### src/rtl/timer_counter.sv
// Memory-mapped countdown timer: CTRL/PRESET/COUNT registers, one-shot or auto-reload, level IRQ.
// Optional macro TIMER_IRQ_STATUS_EN exposes pending at offset 0xC with write-1-to-clear.
module timer_counter #(
  parameter logic [31:0] PRESET_INIT = 32'd0,
  parameter int          CTRL_BITS   = 4
) (
  input  logic        clk,
  input  logic        reset,
  input  logic [29:0] Addr,
  input  logic        WE,
  input  logic [31:0] WData,
  output logic [31:0] RData,
  output logic        IRQ
);

  typedef enum logic [1:0] {S_IDLE, S_LOAD, S_CNT, S_INT} state_t;

  // Unimplemented CTRL bits are held at zero by masking every write.
  localparam logic [3:0] CTRL_MASK = (CTRL_BITS >= 4) ? 4'hF
                                   : 4'((32'd1 << CTRL_BITS) - 32'd1);

  state_t      state_q, state_d;
  logic [3:0]  ctrl_q, ctrl_d;
  logic [31:0] preset_q, preset_d;
  logic [31:0] count_q, count_d;
  logic        pending_q, pending_d;
  logic        irq_q;
  logic        fsm_set, fsm_clr, wr_clr;
  logic        enable, mode_reload;
  logic [1:0]  reg_sel;
  logic        unused_addr;

  assign reg_sel     = Addr[1:0];
  assign unused_addr = ^Addr[29:2];
  assign enable      = ctrl_q[0];
  assign mode_reload = (ctrl_q[2:1] == 2'd1);

  always_comb begin
    state_d   = state_q;
    ctrl_d    = ctrl_q;
    preset_d  = preset_q;
    count_d   = count_q;
    pending_d = pending_q;
    fsm_set   = 1'b0;
    fsm_clr   = 1'b0;
    wr_clr    = 1'b0;

    case (state_q)
      S_IDLE: if (enable) state_d = S_LOAD;
      S_LOAD: begin
        count_d = preset_q;
        state_d = S_CNT;
      end
      S_CNT: begin
        if (!enable) begin
          state_d = S_IDLE;
        end else if (count_q > 32'd1) begin
          count_d = count_q - 32'd1;
        end else begin
          count_d = 32'd0;
          fsm_set = 1'b1;
          state_d = S_INT;
        end
      end
      S_INT: begin
        if (mode_reload) fsm_clr = 1'b1;
        else             ctrl_d[0] = 1'b0;
        state_d = S_IDLE;
      end
      default: state_d = S_IDLE;
    endcase

    // Bus writes are applied after the FSM so a written Enable overrides the one-shot clear.
    if (WE) begin
      case (reg_sel)
        2'd0: begin
          ctrl_d = WData[3:0] & CTRL_MASK;
`ifndef TIMER_IRQ_STATUS_EN
          wr_clr = 1'b1;
`endif
        end
        2'd1: preset_d = WData;
        2'd3: begin
`ifdef TIMER_IRQ_STATUS_EN
          wr_clr = WData[0];
`endif
        end
        default: ;
      endcase
    end

    if (fsm_set)               pending_d = 1'b1;
    else if (fsm_clr || wr_clr) pending_d = 1'b0;
  end

  always_ff @(posedge clk) begin
    if (reset) begin
      state_q   <= S_IDLE;
      ctrl_q    <= 4'd0;
      preset_q  <= PRESET_INIT;
      count_q   <= 32'd0;
      pending_q <= 1'b0;
      irq_q     <= 1'b0;
    end else begin
      state_q   <= state_d;
      ctrl_q    <= ctrl_d;
      preset_q  <= preset_d;
      count_q   <= count_d;
      pending_q <= pending_d;
      irq_q     <= ctrl_d[3] & pending_d;
    end
  end

  always_comb begin
    RData = 32'd0;
    case (reg_sel)
      2'd0: RData = {28'd0, ctrl_q};
      2'd1: RData = preset_q;
      2'd2: RData = count_q;
      2'd3: begin
`ifdef TIMER_IRQ_STATUS_EN
        RData = {31'd0, pending_q};
`else
        RData = 32'd0;
`endif
      end
      default: RData = 32'd0;
    endcase
  end

  assign IRQ = irq_q;

endmodule

### config.mk
export PLATFORM = sky130hd
export DESIGN_NAME = timer_counter
export DESIGN_NICKNAME = d
export VERILOG_FILES = /design/src/rtl/timer_counter.sv
export SDC_FILE = /design/constraint.sdc
export NUM_CORES = 1
export LEC_CHECK = 0
export BUFFER_PORTS_ARGS = -buffer_cell sky130_fd_sc_hd__clkbuf_2
export CAP_MARGIN = 25
export CELL_PAD_IN_SITES_DETAIL_PLACEMENT = 1
export CELL_PAD_IN_SITES_GLOBAL_PLACEMENT = 2
export CORE_MARGIN = 4
export CORE_UTILIZATION = 33
export CTS_CLUSTER_SIZE = 8
export DETAILED_ROUTE_END_ITERATION = 10
export MAX_ROUTING_LAYER = met4
export PLACE_DENSITY_LB_ADDON = 0.1
export SYNTH_ARGS = -nofsm -noshare
export SYNTH_HDL_FRONTEND = slang
export SYNTH_SLANG_ARGS = --single-unit
### constraint.sdc
create_clock -name clk -period 3.4 [get_ports clk]
set_clock_uncertainty 0.2 [all_clocks]
set_input_delay 0.68 -clock clk [delete_from_list [all_inputs] [get_ports clk]]
set_output_delay 0.68 -clock clk [all_outputs]
set_load 0.05 [all_outputs]
After elaboration in Yosys (flattened, before gate mapping) --
Cells that the tools add are included.
Cells by class: $add $sub $neg 1, order comparisons 1, equal/unequal tests 10, mux-type cells 21, bitwise operators 1, reductions and logical operators 8
Operator list (count):
- $pmux 32 s4 | 1
- $mux 32 | 2
- $pmux 32 s2 | 1
- $gt 32x1->1 const B | 1
- $sub 32x1->32 const B | 1
- $mux 1 | 11
- $eq 2x2->1 const B | 4
- $mux 4 | 2
- $pmux 2 s4 | 1
- $reduce_and 2->1 | 4
- $eq 2x1->1 const B | 3
- $mux 2 | 3
- $logic_not 2->1 | 2
- $ne 2x2->1 const B | 2
- $ne 3x3->1 const B | 1
- $reduce_bool 2->1 | 1
- $and 1x1->1 | 1
- $logic_or 1x1->1 | 1
Storage, ports and cells: flip-flop bits (word level) 72, word-level logic and storage cells 49

Logic depth before layout (Yosys ltp) --
word-level depth 7, gate-level depth with buffers 8, mapped depth without buffers 7

Worst setup path after synthesis --
Ideal clock, no wire load.
path kind input -> output, from input Addr[1], to output RData[10], arrival 2.162 ns, data required time 2.520 ns, setup slack 0.358 ns, cell stages on the path 5, cells stage by stage clkbuf_1 nor2b_1 clkbuf_1 clkbuf_1 a22o_1
On the way: word-level cells in the longest chain between the ends 2
RTL lines:
- start: declaration | line 9 | input logic [29:0] Addr,
- $eq 2x2->1, or another cell as far along | line 116 | case (reg_sel)
- $pmux 32 s4 (*) | line 116
- end: declaration | line 12 | output logic [31:0] RData,
Mark *: on every way between the ends. The rest lies on a longest branch, timed or not.

Worst setup path after layout --
from input Addr[1], to output RData[16]
The elaborated chain is that of the path after synthesis.

==> summary.txt <==
Synthesis
  • Synth async-reset ratio: 0%
  • Syn Std Cell Area: 0.00409 mm²
  • Most frequent cell after synthesis: nand2_1
  • Unique masters post-synth: just under 60
  • Area fraction of the dominant cell type after synthesis: about a third
  • Mean Syn Cell Area: 7.60 µm²
  • Synth Flop Type: dfxtp_1
  • Synth area leaders: dfxtp_1 35%, nand2_1 9.3%, a21oi_1 7.5%, a22o_1 6.0%, o21ai_0 4.9%
  • Cell count after synthesis: 538
  • Yosys reg bits: between 70 and 80
  • Largest area contributor in the netlist: dfxtp_1
  • Synth Net Count: 605
  • Post-synth top cells: 101 x nand2_1, 72 x dfxtp_1, 61 x a21oi_1, 40 x o21ai_0
  • Seq/Total Area, Yosys: 35.3%
  • Synth warnings: 0
  • Number of flops mapped to enable cells by yosys: 0

STA
  • Setup TNS: 0 ns
  • Max-slew violations: 0
  • Tcrit/Tclk final: between 70% and 80%
  • Fmax: 0.374 GHz
  • RSZ-0062 raised after global routing: no
  • Slew HR: about half
  • Worst Max-Slew Pin Slew: 0.762 ns
  • Hold Vio Cnt, Final: 0
  • Min cycle time layout: 2.68 ns
  • Number of setup violations in the final report: 0

Floorplan
  • Area of the die: 0.0142 mm²
  • Placement Rows: 40
  • DIE HEIGHT: 119 µm
  • Area of the core: 0.0121 mm²
  • IO Pins: 98
  • Initial core utilization: 33.9%
  • Die W: 119 µm

Setup path
  • WP buf/inv: 3
  • Worst Setup End Kind: output pin
  • Crit path max fanout: 15
  • Most used cell, CP: clkbuf_2
  • Kind of critical path: input pin to output pin
  • Setup crit start kind: input pin
  • CP max-delay cell: clkbuf_2
  • Arr. time, crit path: 1.80 ns
  • Critical Path Max Stage Delay: 0.27 ns
  • CP delay by family, top: buffers and inverters
  • Worst Path Required: 2.52 ns
  • Crit-path cells: clkbuf_2 -> nor2b_2 -> buf_4 -> a22o_1 -> clkbuf_2

Cells and area
  • Layout cells sized above 1: 20.3%
  • Final nets: about 660
  • Reg area: 0.00144 mm²
  • Fillers: 1,476
  • Finished Core Util: 40.6%
  • Antenna cells: 0
  • Area grow syn2layout: 19.9%
  • Multi-input gate area: 0.00243 mm²

Drt
  • DRC viols: 0
  • Initial detailed-routing violation count: 184
  • Number of nets with antenna violations after routing: 0
  • DRT Pass-1 Iters: 4
  • DRT Wirelength: 13,600 µm
  • Routed vias: ~4,300
  • Via/cell ratio: 5.56
  • DR WL/cell: 17.8 µm

Placed design
  • GPL Wtd Cong: approximately 0.85
  • DP HPWL: 9590 µm
  • PortBufs: 69

Power and ir drop
  • Pleak: 1.93 nW
  • Max IR drop VDD: 0.288 mV
  • Pwr Density: 451 mW/mm²

Global routing
  • First-pass GRT wire length: 22,800 µm
  • Largest net degree at the start of global routing: 35
  • Vias in the first global route: about 4,400
  • Initial antenna violation count: 0
  • GRT overflow: 0
  • Total track usage: 20.1%

Run status
  • Status: completed

Clock tree
  • CTS tree: yes
  • Skew-Pair Late Insertion Delay: 0.35 ns
  • Clock-pin slew on the worst setup and hold paths: 0.06 ns
  • Clock Sinks: 72
  • Clock Path Buffers: 2
  • Hold_buf cts: 0
  • Htree depth: 3
  • Clock Tree Root: clkbuf_16
  • Cts repair resizes: 0
  • Post-CTS setup buffers: 0
  • Total CTS buffers: 9

Hold path
  • HP Class: register to register

Run
  • Max-cap violation count: 0
[flip-flops by register name (all words and copies together) (netlist names)]
signal     count
pending_q      1
preset_q      32
count_q       32
state_q        2
ctrl_q         4
IRQ            1
[cell usage in the layout (no fill, tap or decap), types with 3 or more instances in the layout]
master / n
o31ai_1: 10
clkbuf_8: 5
a21oi_1: 61
and4_1: 4
o31a_1: 3
nor2_1: 37
nor4_4: 3
nand4_2: 3
clkbuf_16: 9
clkbuf_2: 69
dfxtp_1: 72
inv_1: 11
nor3_1: 11
and2_1: 4
mux2i_1: 7
nand4_1: 3
nor4_1: 11
nand3_1: 14
or4_1: 5
o21a_1: 4
a22o_1: 28
a211oi_1: 21
buf_4: 17
o21ai_0: 40
nand2b_1: 3
nand2_1: 101
[metal layers]
layer	GRT usage (%)	vias to the layer above	routed length [µm]
li1	-	2070	-
met1	24.5	2126	6370
met2	34.3	46	6800
met3	3.75	13	336
met4	5.44	0	140
met5	-	-	0
[where the power goes]
group	switching (mW)	internal (mW)	total, mW
logic	0.227	0.120	0.347
clock network	0.375	0.591	0.966
registers	0.0292	0.867	0.897
[worst register-to-register path: stages (launching register included)]
cell and delay (ns):
dfxtp_1 0.41, or4_4 0.58, nor4_4 0.44, a31oi_4 0.40
a21boi_0 0.24, o221a_2 0.25
[layout make-up]
type | instances | area share [%]
multi-input cells | 412 | 49.6
flip-flops and latches | 72 | 29.4
repair buffers | 86 | 9.65
clock buffers | 14 | 6.00
well taps | 168 | 4.29
inverters | 11 | 0.843
clock inverters | 2 | 0.204
[cell families (layout without fill, tap and decap cells)]
logic type | count (synthesis) | count (layout) | share of synthesized area (%)
AOI/OAI and AO/OA | 186 | 186 | 30.1
muxes | 9 | 9 | 2.27
xor gates and xnor gates | 2 | 2 | 0.429
DFF | 72 | 72 | 35.3
buffers and inverters | 54 | 113 | 5.42
and+or+nand+nor | 213 | 213 | 25.9
adders and majority gates | 2 | 2 | 0.612
[final timing paths]
path	slack, ns	end	cells past startpoint	startpoint
worst min-delay path	0.27	preset_q[7]	2	preset_q[7]
worst max-delay path	0.72	RData[16]	5	Addr[1]
worst min register to register	0.27	preset_q[7]	2	preset_q[7]
worst max register to register	0.77	count_q[24]	5	count_q[2]
[through the flow]
step	hold slack, ns	power (mW)	worst slack, ns	area, µm²	instances
floorplan	0.244	1.14	0.358	4090	538
global placement	0.256	1.26	0.725	4600	749
detailed placement	0.262	1.26	0.726	4600	749
CTS	0.269	2.24	0.719	4900	765
global route	0.290	2.31	0.471	4900	765
finish	0.265	2.21	0.725	4900	765
Note: power is estimated with default switching activity, not from simulation.
